--- src/rtl/requant_pack_if.sv ---
// Stream bundle for requant_pack: accumulator samples in, packed int8 words out.
interface requant_pack_if;
  logic               in_valid;
  logic               in_ready;
  logic signed [31:0] in_acc;
  logic               in_last;
  logic               out_valid;
  logic               out_ready;
  logic [31:0]        out_data;
  logic [2:0]         out_count;

  // Producer of samples / consumer of packed words.
  modport master (
    output in_valid, in_acc, in_last, out_ready,
    input  in_ready, out_valid, out_data, out_count
  );

  // The packer itself.
  modport slave (
    input  in_valid, in_acc, in_last, out_ready,
    output in_ready, out_valid, out_data, out_count
  );
endinterface

--- src/rtl/requant_pack.sv ---
// Requantizing packer: acc * mult, rounding arithmetic shift, zero-point,
// int8 saturation, four lanes packed per 32-bit word (lane0 in [7:0]).
module requant_pack #(
  parameter int MULT_W  = 16,
  parameter int SHIFT_W = 5
) (
  input  logic                      clk,
  input  logic                      rst,
  requant_pack_if.slave             bus,
  input  logic signed [MULT_W-1:0]  cfg_mult,
  input  logic [SHIFT_W-1:0]        cfg_shift,
  input  logic signed [7:0]         cfg_zp,
  output logic                      busy
);

  localparam int PROD_W = 32 + MULT_W;
  localparam int RND_W  = PROD_W + 1;

  localparam logic signed [RND_W-1:0] SAT_MAX = RND_W'(127);
  localparam logic signed [RND_W-1:0] SAT_MIN = RND_W'(-128);

  // Rounding arithmetic right shift, ties toward +inf; one guard bit keeps
  // the rounding add from overflowing.
  function automatic logic signed [RND_W-1:0] round_shift(
    input logic signed [PROD_W-1:0] p,
    input logic [SHIFT_W-1:0]       sh
  );
    logic signed [RND_W-1:0] ext;
    logic signed [RND_W-1:0] half;
    logic [SHIFT_W-1:0]      shm1;
    ext  = {p[PROD_W-1], p};
    shm1 = sh - 1'b1;
    half = RND_W'(1) <<< shm1;
    if (sh == '0) return ext;
    return (ext + half) >>> sh;
  endfunction

  // Clip to the int8 range.
  function automatic logic signed [7:0] sat8(input logic signed [RND_W-1:0] v);
    if (v > SAT_MAX) return 8'h7f;
    if (v < SAT_MIN) return 8'h80;
    return v[7:0];
  endfunction

  logic                     adv;
  logic                     in_ready_w;
  logic                     accept;

  logic                     s1_valid_q;
  logic                     last_q;
  logic signed [PROD_W-1:0] prod_q;

  logic signed [RND_W-1:0]  shifted;
  logic signed [RND_W-1:0]  biased;
  logic signed [7:0]        sat_byte;
  logic [31:0]              merged;

  logic [1:0]               lane_q,      lane_d;
  logic [31:0]              buf_q,       buf_d;
  logic                     out_valid_q, out_valid_d;
  logic [31:0]              out_data_q,  out_data_d;
  logic [2:0]               out_count_q, out_count_d;

  // Everything advances unless a finished word is stalled downstream.
  assign adv        = !out_valid_q || bus.out_ready;
  assign in_ready_w = adv && !rst;
  assign accept     = bus.in_valid && in_ready_w;

  assign bus.in_ready  = in_ready_w;
  assign bus.out_valid = out_valid_q;
  assign bus.out_data  = out_data_q;
  assign bus.out_count = out_count_q;
  assign busy          = s1_valid_q || (lane_q != 2'd0) || out_valid_q;

  // S1 control: sample-valid and word-close flag.
  always_ff @(posedge clk or posedge rst) begin
    if (rst) begin
      s1_valid_q <= 1'b0;
      last_q     <= 1'b0;
    end else if (adv) begin
      s1_valid_q <= accept;
      last_q     <= bus.in_last;
    end
  end

  // S1 data: full-precision product, only meaningful while s1_valid_q.
  always_ff @(posedge clk) begin
    if (accept) prod_q <= PROD_W'(bus.in_acc) * PROD_W'(cfg_mult);
  end

  // S2 arithmetic: round/shift, add zero-point, saturate.
  always_comb begin
    shifted  = round_shift(prod_q, cfg_shift);
    biased   = shifted + RND_W'(cfg_zp);
    sat_byte = sat8(biased);
  end

  // S2 packing: drop the byte into its lane, emit a word on lane 3 or last.
  always_comb begin
    lane_d      = lane_q;
    buf_d       = buf_q;
    out_valid_d = out_valid_q;
    out_data_d  = out_data_q;
    out_count_d = out_count_q;
    merged      = buf_q;
    merged[8*lane_q +: 8] = sat_byte;
    if (bus.out_ready) out_valid_d = 1'b0;
    if (adv && s1_valid_q) begin
      if (lane_q == 2'd3 || last_q) begin
        out_valid_d = 1'b1;
        out_data_d  = merged;
        out_count_d = {1'b0, lane_q} + 3'd1;
        lane_d      = 2'd0;
        buf_d       = '0;
      end else begin
        buf_d  = merged;
        lane_d = lane_q + 2'd1;
      end
    end
  end

  // Pack buffer and output word registers.
  always_ff @(posedge clk or posedge rst) begin
    if (rst) begin
      lane_q      <= 2'd0;
      buf_q       <= '0;
      out_valid_q <= 1'b0;
      out_data_q  <= '0;
      out_count_q <= 3'd0;
    end else begin
      lane_q      <= lane_d;
      buf_q       <= buf_d;
      out_valid_q <= out_valid_d;
      out_data_q  <= out_data_d;
      out_count_q <= out_count_d;
    end
  end

endmodule

--- src/flat_wrapper.sv ---
// flat-port wrapper written by rule: the top's interface ports become plain ports
module requant_pack_flat 
#(
  parameter int MULT_W  = 16,
  parameter int SHIFT_W = 5
)
  (clk, rst, cfg_mult, cfg_shift, cfg_zp, busy, bus_in_valid, bus_in_acc, bus_in_last, bus_out_ready, bus_in_ready, bus_out_valid, bus_out_data, bus_out_count);
  requant_pack_if bus_i ();
  input  logic clk;
  input  logic rst;
  input  logic signed [MULT_W-1:0] cfg_mult;
  input  logic [SHIFT_W-1:0] cfg_shift;
  input  logic signed [7:0] cfg_zp;
  output logic busy;
  input wire logic [$bits(bus_i.in_valid)-1:0] bus_in_valid;
  input wire logic [$bits(bus_i.in_acc)-1:0] bus_in_acc;
  input wire logic [$bits(bus_i.in_last)-1:0] bus_in_last;
  input wire logic [$bits(bus_i.out_ready)-1:0] bus_out_ready;
  output wire logic [$bits(bus_i.in_ready)-1:0] bus_in_ready;
  output wire logic [$bits(bus_i.out_valid)-1:0] bus_out_valid;
  output wire logic [$bits(bus_i.out_data)-1:0] bus_out_data;
  output wire logic [$bits(bus_i.out_count)-1:0] bus_out_count;
  assign bus_i.in_valid = bus_in_valid;
  assign bus_i.in_acc = bus_in_acc;
  assign bus_i.in_last = bus_in_last;
  assign bus_i.out_ready = bus_out_ready;
  assign bus_in_ready = bus_i.in_ready;
  assign bus_out_valid = bus_i.out_valid;
  assign bus_out_data = bus_i.out_data;
  assign bus_out_count = bus_i.out_count;
  requant_pack #(.MULT_W(MULT_W), .SHIFT_W(SHIFT_W)) u_core (.clk(clk), .rst(rst), .bus(bus_i), .cfg_mult(cfg_mult), .cfg_shift(cfg_shift), .cfg_zp(cfg_zp), .busy(busy));
endmodule
--- config.mk ---
export PLATFORM = sky130hd
export DESIGN_NAME = requant_pack_flat
export DESIGN_NICKNAME = d
export VERILOG_FILES = /design/src/rtl/requant_pack_if.sv /design/src/rtl/requant_pack.sv /design/src/flat_wrapper.sv
export SDC_FILE = /design/constraint.sdc
export NUM_CORES = 2
export LEC_CHECK = 0
export ABC_CLOCK_PERIOD_IN_PS = 16500
export CORE_ASPECT_RATIO = 0.7
export CORE_UTILIZATION = 70
export DETAILED_ROUTE_END_ITERATION = 16
export GPL_TIMING_DRIVEN = 0
export PLACE_DENSITY = 0.86
export SLEW_MARGIN = 15
export SYNTH_ARGS = -nofsm -noshare
export SYNTH_HDL_FRONTEND = slang
export SYNTH_SLANG_ARGS = --single-unit
--- constraint.sdc ---
create_clock -name clk -period 16.5 [get_ports clk]
set_input_delay 2.475 -clock clk [delete_from_list [all_inputs] [get_ports clk]]
set_output_delay 2.475 -clock clk [all_outputs]
set_load 0.02 [all_outputs]
# Word level (Yosys, flattened, before mapping)
# Index checks and enable logic that the tools add are counted.
dict set report classes {
  eq_ne 1
  shift 4
  n_lt_le_gt_ge 2
  multipliers 1
  reduce_logical 12
  muxes 16
  addsub 6
}
# operator n
set op_table {}
lappend op_table {{$mux W49} 2}
lappend op_table {{$add A48 B49 Y49} 1}
lappend op_table {{$add A49 B8 Y49} 1}
lappend op_table {{$gt A49 B8 Y1 const B} 1}
lappend op_table {{$lt A49 B8 Y1 const B} 1}
lappend op_table {{$sshl A2 B5 Y49 const A} 1}
lappend op_table {{$sshr A49 B5 Y49} 1}
lappend op_table {{$mul A32 B16 Y48} 1}
lappend op_table {{$neg A5 Y34} 1}
lappend op_table {{$shift A8 B34 Y32 const A} 1}
lappend op_table {{$shiftx A8 B34 Y32} 1}
lappend op_table {{$bwmux W32} 1}
lappend op_table {{$mux W32} 1}
lappend op_table {{$mux W8} 4}
lappend op_table {{$mux W1} 7}
lappend op_table {{$logic_not A5 Y1} 1}
lappend op_table {{$sub A5 B1 Y5 const B} 1}
lappend op_table {{$logic_or A1 B1 Y1} 4}
lappend op_table {{$add A2 B1 Y3 const B} 1}
lappend op_table {{$logic_and A1 B1 Y1} 3}
lappend op_table {{$add A2 B1 Y2 const B} 1}
lappend op_table {{$eq A2 B2 Y1 const B} 1}
lappend op_table {{$logic_not A1 Y1} 2}
lappend op_table {{$mux W2} 1}
lappend op_table {{2 further kinds} 2}
dict set report word_totals {
  out_inout_bits 38
  ff_bits 120
  wordCells 50
  inputBits 66
}

# Logic depth before layout (Yosys ltp)
dict set report logic_depth {
  word_depth 14
  depth_mapped 37
  depth_no_buf 32
}

# Worst setup path before layout
# Ideal clock, no wire load.
dict set report synth_path {
  kind {input to register}
  from {in cfg_shift[0]}
  to {reg u_core.buf_q[12]}
  setup_time_ns 0.142
  slack_ns 5.470
  arrival_ns 10.888
  stages 33
  n_path_buf 5
  required_time_ns 16.358
  cell_sequence {inv_1 -> buf_1 -> clkbuf_1 -> nand2_1 -> clkbuf_1 -> buf_1 -> nor3_1 -> ha_1 -> o21a_1 -> o31a_1 -> o41a_1 -> o21ai_1 -> a21oi_1 -> or4b_1 -> and3_1 -> mux4_2 -> mux4_2 -> a211oi_1 -> a31oi_1 -> ha_1 -> clkbuf_1 -> a21oi_1 -> o21ai_0 -> o2bb2ai_1 -> nor3_1 -> a211oi_1 -> o31a_1 -> o21a_1 -> or2_2 -> a311oi_2 -> a31oi_1 -> a221oi_2 -> o21ai_0}
}
dict set report synth_between {
  elab_chain_len 14
  elab_cells_between_ends 19
  cone_classes {add/sub: 3; order compare: 2; shift: 3; mux: 10; reduce/logical: 1}
}
# element line
set synth_rtl {}
lappend synth_rtl {{from (decl)} flat_wrapper.sv:12} ;# input logic [SHIFT_W-1:0] cfg_shift;
lappend synth_rtl {{$sub A5 B1 Y5} requant_pack.sv:32} ;# shm1 = sh - 1'b1;
lappend synth_rtl {{$sshl A2 B5 Y49} requant_pack.sv:33} ;# half = RND_W'(1) <<< shm1;
lappend synth_rtl {{$add A48 B49 Y49} requant_pack.sv:35} ;# return (ext + half) >>> sh;
lappend synth_rtl {{$sshr A49 B5 Y49} requant_pack.sv:35}
lappend synth_rtl {{$mux W49 *} requant_pack.sv:35}
lappend synth_rtl {{$add A49 B8 Y49 *} requant_pack.sv:94} ;# biased = shifted + RND_W'(cfg_zp);
lappend synth_rtl {{$lt A49 B8 Y1} requant_pack.sv:41} ;# if (v < SAT_MIN) return 8'h80;
lappend synth_rtl {{$mux W1 (2 in a row)} requant_pack.sv:41}
lappend synth_rtl {{$mux W8} requant_pack.sv:42} ;# return v[7:0];
lappend synth_rtl {{$mux W8 *} requant_pack.sv:41}
lappend synth_rtl {{$shiftx A8 B34 Y32 *} requant_pack.sv:106} ;# merged[8*lane_q +: 8] = sat_byte;
lappend synth_rtl {{$bwmux W32 *} requant_pack.sv:106}
lappend synth_rtl {{$mux W32 *} requant_pack.sv:109} ;# if (lane_q == 2'd3 || last_q) begin
lappend synth_rtl {{to (signal assigned)} requant_pack.sv:132} ;# buf_q <= buf_d;
lappend synth_rtl {{to (decl)} requant_pack.sv:59} ;# logic [31:0] buf_q, buf_d;
# Every way passes the cells marked *; elsewhere a longest branch is shown, timed or not. The select of a mux whose other input is x is not followed.
# A chain may end at the register's enable or synchronous reset.

# Final worst setup path
dict set report layout_path {
  from {in cfg_shift[0]}
  to {reg u_core.buf_q[3]}
}
# Same word-level chain as after synthesis.

==> metrics list <==
* Syn Nets: 4601
* Post-route ant nets: 0
- FMAX: 63.0 MHz
- FP Rows: 65
* Library cells used by synthesis: 86
* Gpl congestion: 1.17
- Headroom to the max-slew limit came out at 5.18%.
* # port buffers: 101
* Startpoint types: input pin
* Share of cells above drive strength 1: 3.24%
- Commonest cells after routing, fill and taps aside: sky130_fd_sc_hd__inv_1, sky130_fd_sc_hd__nand2_1, sky130_fd_sc_hd__fa_1
* Count of buffers added by post-CTS timing repair for setup: 0
- STA classifies the critical path endpoint as a flop.
- The die is 258 um wide.
- The worst setup path is of the in -> reg kind.
- EDFF count, synth: 48
- The wire-length estimate of the detail-placed layout is 99.6 mm.
* Clock buffers created by TritonCTS: 17
- Drt pass-1 iters: 11
- DRT iter0 DRCs: 5712
- Global routing used 70.0% of the available met1 tracks.
- Between clock sinks in the finished design, the worst skew comes to 23.5 ps.
- Routed via count divided by cell count: 7.10
- Final setup slack of the worst path: around 630 ps
- Final wirelength: 126 mm
- In the final routed layout, each cell accounts on average for 27.4 um.
- After floorplanning, the core was sized to cover roughly 45000 um^2.
- Wire length of the first global-routing pass: approximately 190 mm
- Setup repair after global routing missed its margin: no
- Overflow after GRT: 0
* Number of synthesized register bits: 120
- The min-delay analysis places its worst path in the category reg -> reg.
- Counting every sink on the clock net gives 120.
- In the global route stage, overall resource usage came out at about 55%.
- Measured slew at the worst slew-check pin: approximately 1400 ps
- NumNets Final: 4724
- Number of fill cells in the layout: 2923
- The setup check on the worst reg-to-reg path leaves a slack of around 5500 ps.
- Number of global-route vias before repair: 32700
- Post-synthesis cell count: 3847
- The longest clock path from root to sink contains 2 buffers.
- At the worst endpoint, the required time is approximately 17000 ps.
- Max-slew violation count: 0
- Pin count of the biggest net entering global routing: 58
- Tracing the worst setup path back leads to its startpoint at cfg_shift[0].
* Sequential cell area: 3240 um^2
* Fraction of registers with async set or reset after synthesis: 60.0%
- For the worst flop-to-flop path, the logic depth is 28.
- Commonest non-fill, non-tap cell in the layout: sky130_fd_sc_hd__inv_1
- In the final layout, the multi-input gates occupy roughly 26000 um^2.
* Total negative slack for setup checks: 0 ps
- Number of hold violations in the final report: 0
- Most used flip-flop cell after synthesis: sky130_fd_sc_hd__dfrtp_1
- Die Area: 46800 um^2
- The slowest stage of the critical path belongs to the cell sky130_fd_sc_hd__a221oi_2.
- After clock tree synthesis, the flow added hold-fix buffers numbering 0.
- The worst register-to-register path ends at u_core.buf_q[3]$_DFFE_PP0P_.
* PostCTS Resize Cnt: 0
* Status: complete, no violations
* Layout area overhead: 7.57%
- Warning count from the yosys run: 0
- The worst hold path was traced through 2 stages.
* Antenna violations before repair: 7
- Maximum single-stage delay on the critical path: 910 ps
- Setup-failing EPs final: 0
- Once placement completed, the tool counted placed cells totaling 4554.
* Critical-path maximum fanout: 10
- Hold wc startpoint: u_core.buf_q[29]$_DFFE_PP0P_
* Met3 usage in global routing: about a third
- Effective utilization at floorplan: 71.2%
- After detailed routing, the number of remaining DRC violations is 0.
- The cell area that synthesis handed to floorplanning was 32100 um^2.
- The H-tree generated during clock tree synthesis spans 4 levels.
- Across the run, the number of max-cap violations was 0.
- Insertion delay to the later sink of the worst-skew pair: between 400 and 500 ps
- The cell sitting at the root of the clock tree is a sky130_fd_sc_hd__clkbuf_16.
- Part of the Yosys area used for sequential elements: 10.1%
* Syn avg cell area: 8.36 um^2
- Once layout is complete, the cells apart from fillers number 4593.
- TritonCTS built the clock tree.
* Pre-CTS WS: 1130 ps
- Final Critical Period: 15870 ps
- Vias after detailed routing: ~33000
- In the finished design, the share of the clock period the worst path needs comes to 96.2%.
- Die outline height: 181 um
- The global routing stage identified its most utilized layer as met2.
- Data arrival at the endpoint of the critical path: 16150 ps
- For hold timing, the worst endpoint is u_core.buf_q[29]$_DFFE_PP0P_.
- In this run the count of I/O pins placed on the die edge is approximately 100.
- In the global route stage, met2 resource usage came out at slightly above 70%.
- Clock transition at the registers of the reported paths: 70 ps
- In this run the critical register-to-register path is launched from u_core.prod_q[27]$_DFFE_PP_.
==> flip-flops by register name, indices dropped and copies added (netlist names) <==
| register | cells |
|---|---|
| u_core.buf_q | 32 |
| u_core.bus.out_count | 3 |
| u_core.bus.out_data | 32 |
| u_core.bus.out_valid | 1 |
| u_core.lane_q | 2 |
| u_core.last_q | 1 |
| u_core.prod_q | 48 |
| u_core.s1_valid_q | 1 |
==> synthesized netlist by cell type (14+ instances only) <==
master                     count  share of area (%)
sky130_fd_sc_hd__xor2_1       46                1.3
sky130_fd_sc_hd__o21ai_1      14               0.22
sky130_fd_sc_hd__and3_1       54                1.1
sky130_fd_sc_hd__nor2b_1      25               0.49
sky130_fd_sc_hd__o21bai_1     17               0.40
sky130_fd_sc_hd__a31oi_1      27               0.53
sky130_fd_sc_hd__clkbuf_1    177                2.1
sky130_fd_sc_hd__a211oi_1     46                1.1
sky130_fd_sc_hd__fa_1        488                 30
sky130_fd_sc_hd__o31ai_1      17               0.40
sky130_fd_sc_hd__nand2b_1     48               0.93
sky130_fd_sc_hd__nand3_1      53               0.83
sky130_fd_sc_hd__nand4_1      35               0.68
sky130_fd_sc_hd__o21a_1       32               0.75
sky130_fd_sc_hd__o21ai_0     168                2.6
sky130_fd_sc_hd__and2_1      187                3.6
sky130_fd_sc_hd__or3_1        22               0.43
sky130_fd_sc_hd__mux2i_1      36                1.1
sky130_fd_sc_hd__a21o_1       79                1.8
sky130_fd_sc_hd__nand2_1     532                6.2
sky130_fd_sc_hd__o211ai_1     31               0.72
sky130_fd_sc_hd__a221oi_1     17               0.46
sky130_fd_sc_hd__nor4_1       19               0.37
sky130_fd_sc_hd__nor2_1      176                2.1
sky130_fd_sc_hd__edfxtp_1     48                4.5
sky130_fd_sc_hd__or2_2        15               0.29
sky130_fd_sc_hd__inv_1       565                6.6
sky130_fd_sc_hd__xnor2_1      85                2.3
sky130_fd_sc_hd__nor3_1       50               0.78
sky130_fd_sc_hd__mux4_2       32                2.2
sky130_fd_sc_hd__a21oi_1     212                3.3
sky130_fd_sc_hd__dfrtp_1      72                5.6
sky130_fd_sc_hd__ha_1        200                7.8
==> how the worst max path moves through the flow <==
| stage | slack, ps | endpoint |
|---|---|---|
| floorplan | 5470 | u_core.buf_q[12]$_DFFE_PP0P_ |
| global placement | 1400 | u_core.bus.out_data[11]$_DFFE_PP0P_ |
| detailed placement | 1130 | u_core.buf_q[27]$_DFFE_PP0P_ |
| CTS | 1490 | u_core.buf_q[3]$_DFFE_PP0P_ |
| global route | 430 | u_core.buf_q[27]$_DFFE_PP0P_ |
| finish | 630 | u_core.buf_q[3]$_DFFE_PP0P_ |
==> critical path, delay by kind of cell <==
family,cells,cell delay (ps)
buf+inv,7,3330
xor+xnor,1,350
compound gates,15,5560
simple gates,10,3730
fa+ha+maj,2,690
==> layer usage <==
metal / vias to the layer above / wire length (um) / part of all wire (%)
met1: 15300 / 44400 / 35
met4: 14 / 8470 / 6.7
met2: 3269 / 47900 / 38
li1: 13100 / - / -
met5: - / 257 / 0.20
met3: 874 / 24900 / 20
==> area by class of cell <==
| cell class | instances | share of cell area [%] |
|---|---|---|
| multi-input combinational | 2965 | 75.3 |
| clock buffer | 17 | 1.23 |
| antenna | 7 | 0.0507 |
| tap | 603 | 2.18 |
| clock inverter | 15 | 0.427 |
| buffer | 196 | 2.15 |
| inverter | 566 | 6.15 |
| sequential | 120 | 9.38 |
| timing repair buffer | 104 | 3.10 |
==> metrics by stage <==
step | cell area, um^2 | hold slack [ps] | util, %
after floorplan | 32100 | 442 | -
after global placement | 33900 | 452 | 75.1
after detailed placement | 34000 | 462 | 75.3
after CTS | 34600 | 488 | 76.5
after global routing | 34600 | 509 | 76.6
final | 34600 | 496 | 76.6
==> kinds of logic (layout without fill, tap and decap cells) <==
kind of cell / Yosys count / after routing / synth area share (%)
flops: 120 / 120 / 10.1
compound gates: 821 / 821 / 17.0
other cells: 0 / 7 / 0
xor+xnor: 131 / 131 / 3.57
simple gates: 1251 / 1251 / 18.7
fa+ha+maj: 688 / 688 / 38.2
buf+inv: 762 / 898 / 8.93
mux: 74 / 74 / 3.57
Power is not shown: default switching activity piles up to over one toggle a cycle in this logic, so the estimate is an artifact.
